`config.mk`:
```
export PLATFORM = sky130hd
export DESIGN_NAME = bcd_countdown_timer
export DESIGN_NICKNAME = d
export VERILOG_FILES = /design/src/rtl/bcd_countdown_timer.sv
export SDC_FILE = /design/constraint.sdc
export NUM_CORES = 1
export LEC_CHECK = 0
export CAP_MARGIN = 5
export CORE_MARGIN = 1
export CORE_UTILIZATION = 45
export CTS_BUF_LIST = sky130_fd_sc_hd__clkbuf_8
export DETAILED_ROUTE_END_ITERATION = 8
export DONT_BUFFER_PORTS = 1
export PLACE_DENSITY = 0.61
export SLEW_MARGIN = 20
export SYNTH_ARGS = -nofsm -noshare
export SYNTH_HDL_FRONTEND = slang
export SYNTH_SLANG_ARGS = --single-unit
```
`constraint.sdc`:
```
create_clock -name Clk -period 3.29 [get_ports Clk]
set_input_delay 0.4935 -clock Clk [delete_from_list [all_inputs] [get_ports Clk]]
set_output_delay 0.4935 -clock Clk [all_outputs]
set_load 0.1 [all_outputs]
```
`src/rtl/bcd_countdown_timer.sv`:
```
// -----------------------------------------------------------------------------
// bcd_countdown_timer
// Four-digit BCD MM:SS down-counter for the alarm clock countdown/snooze timer.
// A preset is loaded with LD, Start runs the count, and each Tick strobe removes
// one second. Reaching 00:00 pulses Done and either parks in DONE (Expired high
// until Ack/LD) or, with AUTO_RELOAD, reloads the preset and keeps running.
//
// Ports:
//   Clk                 system clock, rising edge
//   Clr                 synchronous active-low reset
//   Tick                one-cycle 1 Hz enable strobe
//   LD / Start / Stop   load preset / run / pause
//   Ack                 acknowledge expiry
//   IN_MT..IN_SU        preset digits (BCD)
//   MT, MU, ST, SU      current count digits (BCD)
//   Running             high while counting
//   Done                one-cycle pulse on the edge the count reaches 00:00
//   Expired             high while parked at expiry
//   Err                 one-cycle pulse after a rejected load
// -----------------------------------------------------------------------------
module bcd_countdown_timer #(
   parameter int unsigned MIN_TENS_MAX = 9,
   parameter bit          AUTO_RELOAD  = 1'b0
) (
   input  logic       Clk,
   input  logic       Clr,
   input  logic       Tick,
   input  logic       LD,
   input  logic       Start,
   input  logic       Stop,
   input  logic       Ack,
   input  logic [3:0] IN_MT,
   input  logic [3:0] IN_MU,
   input  logic [3:0] IN_ST,
   input  logic [3:0] IN_SU,
   output logic [3:0] MT,
   output logic [3:0] MU,
   output logic [3:0] ST,
   output logic [3:0] SU,
   output logic       Running,
   output logic       Done,
   output logic       Expired,
   output logic       Err
);

   typedef enum logic [1:0] {
      S_IDLE  = 2'd0,
      S_RUN   = 2'd1,
      S_PAUSE = 2'd2,
      S_DONE  = 2'd3
   } state_t;

   // Minutes-tens limit, clamped so a BCD digit can never exceed 9.
   localparam logic [3:0] MT_LIMIT = (MIN_TENS_MAX > 32'd9) ? 4'd9 : 4'(MIN_TENS_MAX);

   state_t     r_state, w_state;
   logic [3:0] r_mt, r_mu, r_st, r_su;
   logic [3:0] w_mt, w_mu, w_st, w_su;
   logic [3:0] r_pmt, r_pmu, r_pst, r_psu;
   logic [3:0] w_pmt, w_pmu, w_pst, w_psu;
   logic       r_done, w_done;
   logic       r_err, w_err;
   // Set on the expiry edge in auto-reload mode; the following edge reloads.
   logic       r_reload, w_reload;

   logic [3:0] w_dec_mt, w_dec_mu, w_dec_st, w_dec_su;
   logic       w_b_st, w_b_mu, w_b_mt;
   logic       w_count_zero, w_last_sec, w_preset_zero, w_load_ok;

   function automatic logic preset_ok(input logic [3:0] mt, input logic [3:0] mu,
                                      input logic [3:0] st, input logic [3:0] su);
      return (su <= 4'd9) && (st <= 4'd5) && (mu <= 4'd9) && (mt <= MT_LIMIT);
   endfunction

   // Borrow-chain decrement of the current count; zero digits wrap to 9/5.
   always_comb begin
      w_b_st   = (r_su == 4'd0);
      w_dec_su = w_b_st ? 4'd9 : (r_su - 4'd1);
      w_b_mu   = w_b_st && (r_st == 4'd0);
      if (w_b_st) begin
         w_dec_st = (r_st == 4'd0) ? 4'd5 : (r_st - 4'd1);
      end else begin
         w_dec_st = r_st;
      end
      w_b_mt = w_b_mu && (r_mu == 4'd0);
      if (w_b_mu) begin
         w_dec_mu = (r_mu == 4'd0) ? 4'd9 : (r_mu - 4'd1);
      end else begin
         w_dec_mu = r_mu;
      end
      // A borrow into MT only happens when the count is non-zero, so MT > 0.
      if (w_b_mt) begin
         w_dec_mt = r_mt - 4'd1;
      end else begin
         w_dec_mt = r_mt;
      end
   end

   assign w_count_zero  = (r_mt == 4'd0) && (r_mu == 4'd0) && (r_st == 4'd0) && (r_su == 4'd0);
   assign w_last_sec    = (r_mt == 4'd0) && (r_mu == 4'd0) && (r_st == 4'd0) && (r_su == 4'd1);
   assign w_preset_zero = (r_pmt == 4'd0) && (r_pmu == 4'd0) && (r_pst == 4'd0) && (r_psu == 4'd0);
   assign w_load_ok     = preset_ok(IN_MT, IN_MU, IN_ST, IN_SU);

   // Next-state, next-count and pulse generation (LD > reload > Ack > Stop > Start > Tick).
   always_comb begin
      w_state  = r_state;
      w_mt     = r_mt;
      w_mu     = r_mu;
      w_st     = r_st;
      w_su     = r_su;
      w_pmt    = r_pmt;
      w_pmu    = r_pmu;
      w_pst    = r_pst;
      w_psu    = r_psu;
      w_done   = 1'b0;
      w_err    = 1'b0;
      w_reload = 1'b0;
      if (LD) begin
         if (w_load_ok) begin
            w_mt    = IN_MT;
            w_mu    = IN_MU;
            w_st    = IN_ST;
            w_su    = IN_SU;
            w_pmt   = IN_MT;
            w_pmu   = IN_MU;
            w_pst   = IN_ST;
            w_psu   = IN_SU;
            w_state = S_IDLE;
         end else begin
            // Rejected load leaves everything alone, including a pending reload.
            w_err    = 1'b1;
            w_reload = r_reload;
         end
      end else if (r_reload) begin
         w_mt = r_pmt;
         w_mu = r_pmu;
         w_st = r_pst;
         w_su = r_psu;
         if (Stop) begin
            w_state = S_PAUSE;
         end else begin
            w_state = S_RUN;
         end
      end else begin
         case (r_state)
            S_DONE: begin
               if (Ack) begin
                  w_state = S_IDLE;
               end else begin
                  w_state = S_DONE;
               end
            end
            S_RUN: begin
               if (Stop) begin
                  w_state = S_PAUSE;
               end else if (Tick && !w_count_zero) begin
                  w_mt = w_dec_mt;
                  w_mu = w_dec_mu;
                  w_st = w_dec_st;
                  w_su = w_dec_su;
                  if (w_last_sec) begin
                     w_done = 1'b1;
                     if (AUTO_RELOAD && !w_preset_zero) begin
                        w_reload = 1'b1;
                     end else begin
                        w_state = S_DONE;
                     end
                  end else begin
                     w_state = S_RUN;
                  end
               end else begin
                  w_state = S_RUN;
               end
            end
            S_IDLE, S_PAUSE: begin
               if (!Stop && Start && !w_count_zero) begin
                  w_state = S_RUN;
               end else begin
                  w_state = r_state;
               end
            end
            default: begin
               w_state = S_IDLE;
            end
         endcase
      end
   end

   // State, count, preset and pulse registers with synchronous active-low clear.
   always_ff @(posedge Clk) begin
      if (!Clr) begin
         r_state  <= S_IDLE;
         r_mt     <= 4'd0;
         r_mu     <= 4'd0;
         r_st     <= 4'd0;
         r_su     <= 4'd0;
         r_pmt    <= 4'd0;
         r_pmu    <= 4'd0;
         r_pst    <= 4'd0;
         r_psu    <= 4'd0;
         r_done   <= 1'b0;
         r_err    <= 1'b0;
         r_reload <= 1'b0;
      end else begin
         r_state  <= w_state;
         r_mt     <= w_mt;
         r_mu     <= w_mu;
         r_st     <= w_st;
         r_su     <= w_su;
         r_pmt    <= w_pmt;
         r_pmu    <= w_pmu;
         r_pst    <= w_pst;
         r_psu    <= w_psu;
         r_done   <= w_done;
         r_err    <= w_err;
         r_reload <= w_reload;
      end
   end

   assign MT      = r_mt;
   assign MU      = r_mu;
   assign ST      = r_st;
   assign SU      = r_su;
   assign Running = (r_state == S_RUN);
   assign Expired = (r_state == S_DONE);
   assign Done    = r_done;
   assign Err     = r_err;

endmodule

```
Yosys cells after proc, flatten, opt, wreduce, memory -nomap -nowiden
Index checks and enable logic that the tools add are counted.
- output and inout port bits: 20
- register bits after elaboration: 20
- bits of input ports: 23
- add/subtract/negate cells: 4
- mux-type cells: 36
- bitwise operators: 3
- reduce and logical (&&, ||, !) cells: 32
- magnitude comparators: 4
- equality and inequality tests: 7
- operators with widths (cell ; number):
    4-bit 2-to-1 mux ; 26
    4-bit logical NOT ; 4
    4-bit by 1-bit subtractor with 4-bit output, second input constant ; 4
    5-bit AND reduction ; 3
    2-bit 2-to-1 mux ; 7
    4-bit less-or-equal comparator, second input constant ; 3
    1-bit logical AND ; 12
    2-bit nonzero test ; 5
    2-bit case mux with 3 select lines ; 1
    5-bit OR reduction ; 1
    2-bit == test, second input constant ; 2
    4-bit by 1-bit == test with 1-bit output, second input constant ; 1
    4-bit by 3-bit less-or-equal comparator with 1-bit output, second input constant ; 1
    2-bit AND reduction ; 2
    4-bit AND reduction ; 1
    3-bit inequality test, second input constant ; 1
    1-bit NOT ; 3
    2-bit by 1-bit == test with 1-bit output, second input constant ; 1
    1-bit logical NOT ; 2
    2-bit logical NOT ; 1
    1-bit 2-to-1 mux ; 2
    2-bit by 1-bit inequality test with 1-bit output, second input constant ; 1
    2-bit inequality test, second input constant ; 1
    2-bit OR reduction ; 1

Depth between registers and ports, before layout
Gate-level depths: netlist of the first run.
- depth in word-level cells: 10
- mapped depth: 7
- mapped depth without buffers: 7

Worst setup path after synthesis of the first run
Ideal clock, no wire load.
- kind: register to register
- start point: register r_mt[0] (netlist: MT[0])
- end point: register r_su[0] (netlist: SU[0])
- stages on the path, launching flop included: 8
- arrival time: 2.611 ns
- period minus slack after synthesis: 2.730 ns
- library setup time: 0.119 ns
- buffers on the path: 0
- slack: 0.560 ns
- data required time: 3.171 ns
- cell sequence: dfxtp_1 > inv_1 > ha_1 > or3b_2 > or4_4 > a22oi_4 > a21oi_1 > o221a_1
- cells in the longest elaborated chain, start to end: 8
- RTL lines (item ; RTL line ; source):
    start: declaration ; 57 ; logic [3:0] r_mt, r_mu, r_st, r_su;
    start signal: assignment ; 206 ; r_mt <= w_mt;
    4-bit logical NOT ; 99 ; assign w_count_zero = (r_mt == 4'd0) && (r_mu == 4'd0) && (r_st == 4'd0) && (r_su == 4'd0);
    1-bit logical AND (3 in series) ; 99 ;
    1-bit logical NOT ; 156 ; end else if (Tick && !w_count_zero) begin
    1-bit logical AND ; 156 ;
    2-bit nonzero test (no source line) ; -- ;
    4-bit AND reduction (no source line) ; -- ;
    end signal: assignment ; 209 ; r_su <= w_su;
    end: declaration ; 57 ;
No other way between the ends.
A chain may end at the register's enable or synchronous reset.

Worst setup path in the final report of the first run
- start point: register r_state[0]
- end point: register r_st[2] (netlist: ST[2])
- cells in the longest elaborated chain, start to end: 3
- RTL lines (item ; RTL line ; source):
    start: declaration ; 56 ; state_t r_state, w_state;
    start signal: assignment ; 205 ; r_state <= w_state;
    2-bit by 1-bit == test with 1-bit output ; 145 ; case (r_state)
    2-bit nonzero test (no source line) ; -- ;
    5-bit AND reduction (no source line) ; -- ;
    end signal: assignment ; 208 ; r_st <= w_st;
    end: declaration ; 57 ;
No other way between the ends.

==> reports/qor.csv, run 1 <==
stage,metric,value,unit
run_status,status,finished clean,
drt,routed_via_density,6.06,
drt,firstDrtPassIters,4,
drt,post_drt_wl_per_cell,16.5,µm
yosys,syn_area,0.00142,mm²
yosys,synth_fa_ha_area_share,1.77,%
timing,setup_viol,0,
yosys,synth_nets,202,
timing,fin_tns_setup,0,ns
final_layout,drive_above_1_share,19.1,%
clocking,cts_setup_buffers,0,
yosys,muxShareOfSynthArea,4.24,%
drt,wl_met2,1840,µm
pwr,worst_ir_drop_vdd,145,µV
floorplan,core_area,0.00288,mm²
placement,preCtsSetupSlack,0.984,ns
setup_path,cp_top_family,simple AND/OR/NAND/NOR gates,
drt,wl_met1,1740,µm
timing,drv_slew,0,
drt,drc,0,
yosys,synth_simple_gate_area_share,28.2,%
final_layout,area_growth,13.8,%
yosys,synth_xor_area_share,0,%
clocking,cts_resized,0,
final_layout,stdcell_count,230,
timing,setup_ws,0.959,ns
timing,slew_headroom,36.0,%
final_layout,multiInputGateArea,937,µm²
global_routing,grt-ovfl-total,0,
drt,wirelength,3790,µm
clocking,cts_hold_buf,0,
timing,post-route-period-util,70.9,%
yosys,synth-compound-area-share,32.0,%
yosys,async_flop_share,0,%
yosys,synthFlopType,dfxtp_1,
setup_path,path_cells,nand2b_1 > inv_1 > buf_4 > nand3_1 > nor4_1 > o21ai_4 > o32ai_1,
global_routing,grt_pass1_vias,1340,
yosys,ys_ff_latch,20,
yosys,ys_top_cells_by_area,"dfxtp_1, nand2_1, mux2i_1, nor2_1, o21ai_0",
yosys,syn_avg_cell_area,7.99,µm²
setup_path,path_buf_inv,2,
final_layout,fillers,271,
timing,fin_crit,2.33,ns
floorplan,die_area,0.00337,mm²
yosys,synth_top_area_share,28.3,%
yosys,yosysTopAreaCell,dfxtp_1,
clocking,cts_sinks,20,
setup_path,critical_path_class,reg -> reg,
pwr,powerDensity,363,mW/mm²
setup_path,required,3.46,ns
global_routing,grt_start_max_net_pins,36,
placement,place_congestion,0.846,
global_routing,antenna_found_initial,0,
placement,portBuffers,0,
final_layout,final-seq-area,400,µm²
setup_path,worstSetupStartpointType,flip-flop,
setup_path,end_kind,flip-flop,
yosys,synth-edff-count,0,
yosys,yosysWarnings,0,
floorplan,rows,19,
drt,ant_nets,0,
setup_path,reg2reg_setup_slack,0.96,ns
floorplan,start_util,49.2,%
placement,post-dp-hpwl,2810,µm
global_routing,grtUsageTotal,23.9,%
yosys,synth_top_family_by_area,compound AO/OA/AOI/OAI gates,
clocking,h-tree-depth,1,
clocking,clk_pin_slew,0.08,ns
floorplan,die_w,58.1,µm
timing,max_slew.worst_pin.slew,0.966,ns
timing,max_freq,429,MHz
yosys,syn_inst,177,
final_layout,layout_common_cells,"dfxtp_1, nand2_1, buf_4, nor2_1, o21ai_0",
drt,vias,1393,
setup_path,arrival,2.50,ns
yosys,ys_seq_area_share,28.3,%
floorplan,fp.dieH,58.1,µm
hold_path,hold_path.class,in -> reg,
drt,route.met3.wl,188,µm
timing,rsz0062_at_grt,no,
floorplan,io_pins,43,
setup_path,max_stage_delay,0.59,ns
clocking,cts_buffers,3,
clocking,cts_buffer_depth,2,
setup_path,cp_slowest_cell,nor4_1,
timing,hold_ws,0.304,ns
pwr,p_leak,0.670,nW
global_routing,grt_pass1_wl,6220,µm
final_layout,fin_nets,214,
clocking,root_buffer,clkbuf_8,
timing,finClkSkew,0.00480,ns
clocking,cts_tree,done,
job,cap_violations,0,
final_layout,diodes,0,
timing,finalHoldViolations,0,
clocking,insertion_delay,0.26,ns
drt,drt_iter0_drc,100,
final_layout,fin_util,56.0,%
yosys,synth_cell_types,47,
setup_path,path_max_fanout,7,
drt,highest_layer,met4,
placement,dp.cells,226,
[cells by family (layout without fill, tap and decap cells)]
group,Yosys count,count (layout)
and+or+nand+nor,72,72
adders and majority gates,2,2
AOI/OAI and AO/OA,57,57
DFF,20,20
muxes,6,6
buffers and inverters,20,31
[routing by layer]
layer  global-route usage (%)  vias to the layer above
li1                         -                      684
met1                     32.1                      670
met2                     38.4                       37
met3                     4.91                        2
met4                     7.48                        0
met5                        0                        -
[report_power, final]
group / leakage [nW] / total [mW] / switching [mW] / internal (mW)
sequential: 0.162 / 0.257 / 0.00970 / 0.247
clock: 0.0288 / 0.192 / 0.0857 / 0.106
combinational: 0.479 / 0.136 / 0.0907 / 0.0450
[synth_stat cells, types with 3 or more instances]
cell      number
nand2b_1       5
inv_1         10
or4_4          3
nor4_1         3
dfxtp_1       20
nand2_1       20
mux2i_1        6
a21oi_1       10
nor3_1         5
nor2_1        15
o21ai_0       11
and2_1         4
a32o_1         5
or4_1          3
o211ai_1       3
clkbuf_1       8
nand3_1        4
[flip-flops by register name, indices dropped and copies added (netlist names)]
register and count:
MT 4, ST 4, SU 4, MU 4, Err 1, Done 1
r_state 2
[final timing paths]
| path | from | to | cells after the start |
|---|---|---|---|
| min | Stop | Done | 1 |
| max reg2reg | r_state[0] | ST[2] | 7 |
| min reg2reg | r_state[0] | r_state[0] | 2 |
| max | r_state[0] | ST[2] | 7 |
[layout make-up]
class                           count  share of cell area (%)
Multi-Input combinational cell    137                    58.2
Inverter                           10                    2.33
Sequential cell                    20                    24.9
Clock buffer                        4                    3.42
Tap cell                           42                    3.26
Timing Repair Buffer               17                    7.93
[per-stage QoR]
stage / power, mW / area, µm²
after global routing: 0.618 / 1610
final: 0.585 / 1610
after CTS: 0.591 / 1610
after floorplan: 0.384 / 1420
after detailed placement: 0.397 / 1560
after global placement: 0.396 / 1560
(Power assumes the default switching activity.)
==> run 2: changes to the inputs <==
==> constraint.sdc (replaced) <==
create_clock -name Clk -period 2.4 [get_ports Clk]
set_input_delay 0.36 -clock Clk [delete_from_list [all_inputs] [get_ports Clk]]
set_output_delay 0.36 -clock Clk [all_outputs]
set_load 0.1 [all_outputs]
==> reports/qor.csv, run 2 (synthesized netlist as in run 1, its figures left out) <==
stage,metric,value,unit,change
clocking,clk_pin_slew,0.08,ns,about the same
pwr,powerDensity,468,mW/mm²,+29%
placement,post-dp-hpwl,2950,µm,+5.0%
placement,place_area,0.00161,mm²,+3.8%
global_routing,antenna_found_initial,0,,unchanged
timing,fin_tns_setup,0,ns,unchanged
pwr,worst_ir_drop_vdd,193,µV,+33%
floorplan,die_w,58.1,µm,unchanged
clocking,root_buffer,clkbuf_8,,
global_routing,grt_pass1_wl,6260,µm,+0.68%
global_routing,grt_start_max_net_pins,36,,unchanged
setup_path,worstSetupStartpointType,flip-flop,,
drt,drt_iter0_drc,73,,-27%
clocking,insertion_delay,0.26,ns,about the same
placement,portBuffers,0,,unchanged
setup_path,reg2reg_to,ST[0],,
clocking,cts_buffer_depth,2,,unchanged
final_layout,postLayoutCellArea,0.00167,mm²,+4.0%
setup_path,required,2.55,ns,-0.91 ns
global_routing,grt-ovfl-total,0,,unchanged
setup_path,critical_path.reg2reg.startpoint,MT[0],,
setup_path,startpoint,MT[0],,
floorplan,start_util,49.2,%,unchanged
timing,fin_crit,2.23,ns,-0.0977 ns
drt,firstDrtPassIters,4,,unchanged
final_layout,fillers,270,,-0.37%
setup_path,reg2reg_setup_slack,0.17,ns,-0.79 ns
drt,ant_nets,0,,unchanged
timing,setup_viol,0,,unchanged
timing,setup_ws,0.166,ns,-0.792 ns
hold_path,hp-start,Stop,,
timing,finClkSkew,0.00837,ns,+0.00356 ns
clocking,h-tree-depth,1,,unchanged
floorplan,core_area,0.00288,mm²,unchanged
setup_path,arrival,2.38,ns,-0.12 ns
final_layout,final_common_cell,buf_4,,
floorplan,rows,19,,unchanged
clocking,cts_buffers,3,,unchanged
setup_path,critical_path_class,reg -> reg,,
timing,drv_slew,0,,unchanged
floorplan,fp.dieH,58.1,µm,unchanged
placement,preCtsSetupSlack,0.0909,ns,-0.893 ns
setup_path,path_max_fanout,5,,-2
floorplan,io_pins,43,,unchanged
final_layout,fin_nets,221,,+3.3%
drt,post_drt_wl_per_cell,16.5,µm,+0.43%
floorplan,die_area,0.00337,mm²,unchanged
timing,post-route-period-util,93.1,%,+22 points
drt,drc,0,,unchanged
timing,finalHoldViolations,0,,unchanged
global_routing,grt_pass1_vias,1390,,+3.7%
final_layout,layout_common_cells,"buf_4, nand2_1, nor2_1",,
clocking,cts_sinks,20,,unchanged
pwr,p_leak,0.714,nW,+6.5%
setup_path,end_kind,flip-flop,,
final_layout,diodes,0,,unchanged
job,cap_violations,0,,unchanged
timing,slew_headroom,57.9,%,+22 points
hold_path,hold_path.class,in -> reg,,
final_layout,area_growth,18.3,%,
setup_path,endpoint,ST[0],,
timing,max_freq,448,MHz,+4.4%
timing,hold_ws,0.175,ns,-0.129 ns
clocking,cts_tree,done,,
pwr,power,0.783,mW,+34%
timing,max_slew.worst_pin.slew,0.626,ns,-0.340 ns
global_routing,grtUsageTotal,24.0,%,+0.13 points
setup_path,r2r_cells,8,,+1
run_status,status,finished clean,,
placement,place_congestion,0.852,,+0.64%
drt,wirelength,3920,µm,+3.5%
timing,rsz0062_at_grt,no,,
final_layout,drive_above_1_share,28.2,%,+9.1 points
drt,vias,1446,,+3.8%
drt,routed_via_density,6.10,,+0.74%
-- run 2: changes by cell type in the layout (fill, tap and decap cells not counted) --
cell,delta
dfxtp_4,+2
buf_4,+7
dfxtp_2,+11
inv_1,+1
dfxtp_1,-13
clkbuf_8,-1
-- run 2: worst max-delay path, cell delays in order, from the launching register on --
cell	delay, ns
dfxtp_4	0.35
inv_1	0.09
ha_1	0.15
or3b_2	0.45
buf_4	0.17
nor4_4	0.32
nor4_1	0.16
a22o_1	0.20
a32o_1	0.25
-- run 2: layout make-up --
cell class	count	area, µm²	share of cell area, %
multi-input combinational	137	937	56.0
sequential	20	422	25.2
timing repair buffer	24	180	10.8
tap	42	52.6	3.14
clock buffer	3	41.3	2.47
inverter	10	37.5	2.24
clock inverter	1	3.75	0.224
-- run 2: report_power, final --
group | internal (mW) | switching, mW
Combinational | 0.0744 | 0.137
Sequential | 0.338 | 0.00549
Clock | 0.114 | 0.114
-- run 2: through the flow --
step	util [%]	instances
finish	58.2	237
global route	58.2	237
CTS	57.7	235
detailed placement	56.1	231
global placement	56.1	231
floorplan	-	177
-- run 2: worst min-delay path by stage --
stage / endpoint / cells past startpoint
6_report: Done / 1
3_5_place_dp: Done / 1
3_3_place_gp: Done / 1
2_1_floorplan: Done / 1
4_1_cts: Done / 1
5_1_grt: Done / 1
-- run 2: routing by layer --
layer,up-vias,wire [µm],global-route usage [%]
met5,-,0,0
met4,0,40,7.14
li1,701,-,-
met2,63,1890,41.1
met1,676,1730,30.5
met3,6,257,4.69
-- run 2: repair_timing --
action                                  CTS  global route
endpoints found under the hold margin     0             0
setup buffers                             0             2
endpoints found under the setup margin    0             8
gates resized for setup                   0             0
hold buffers                              0             0
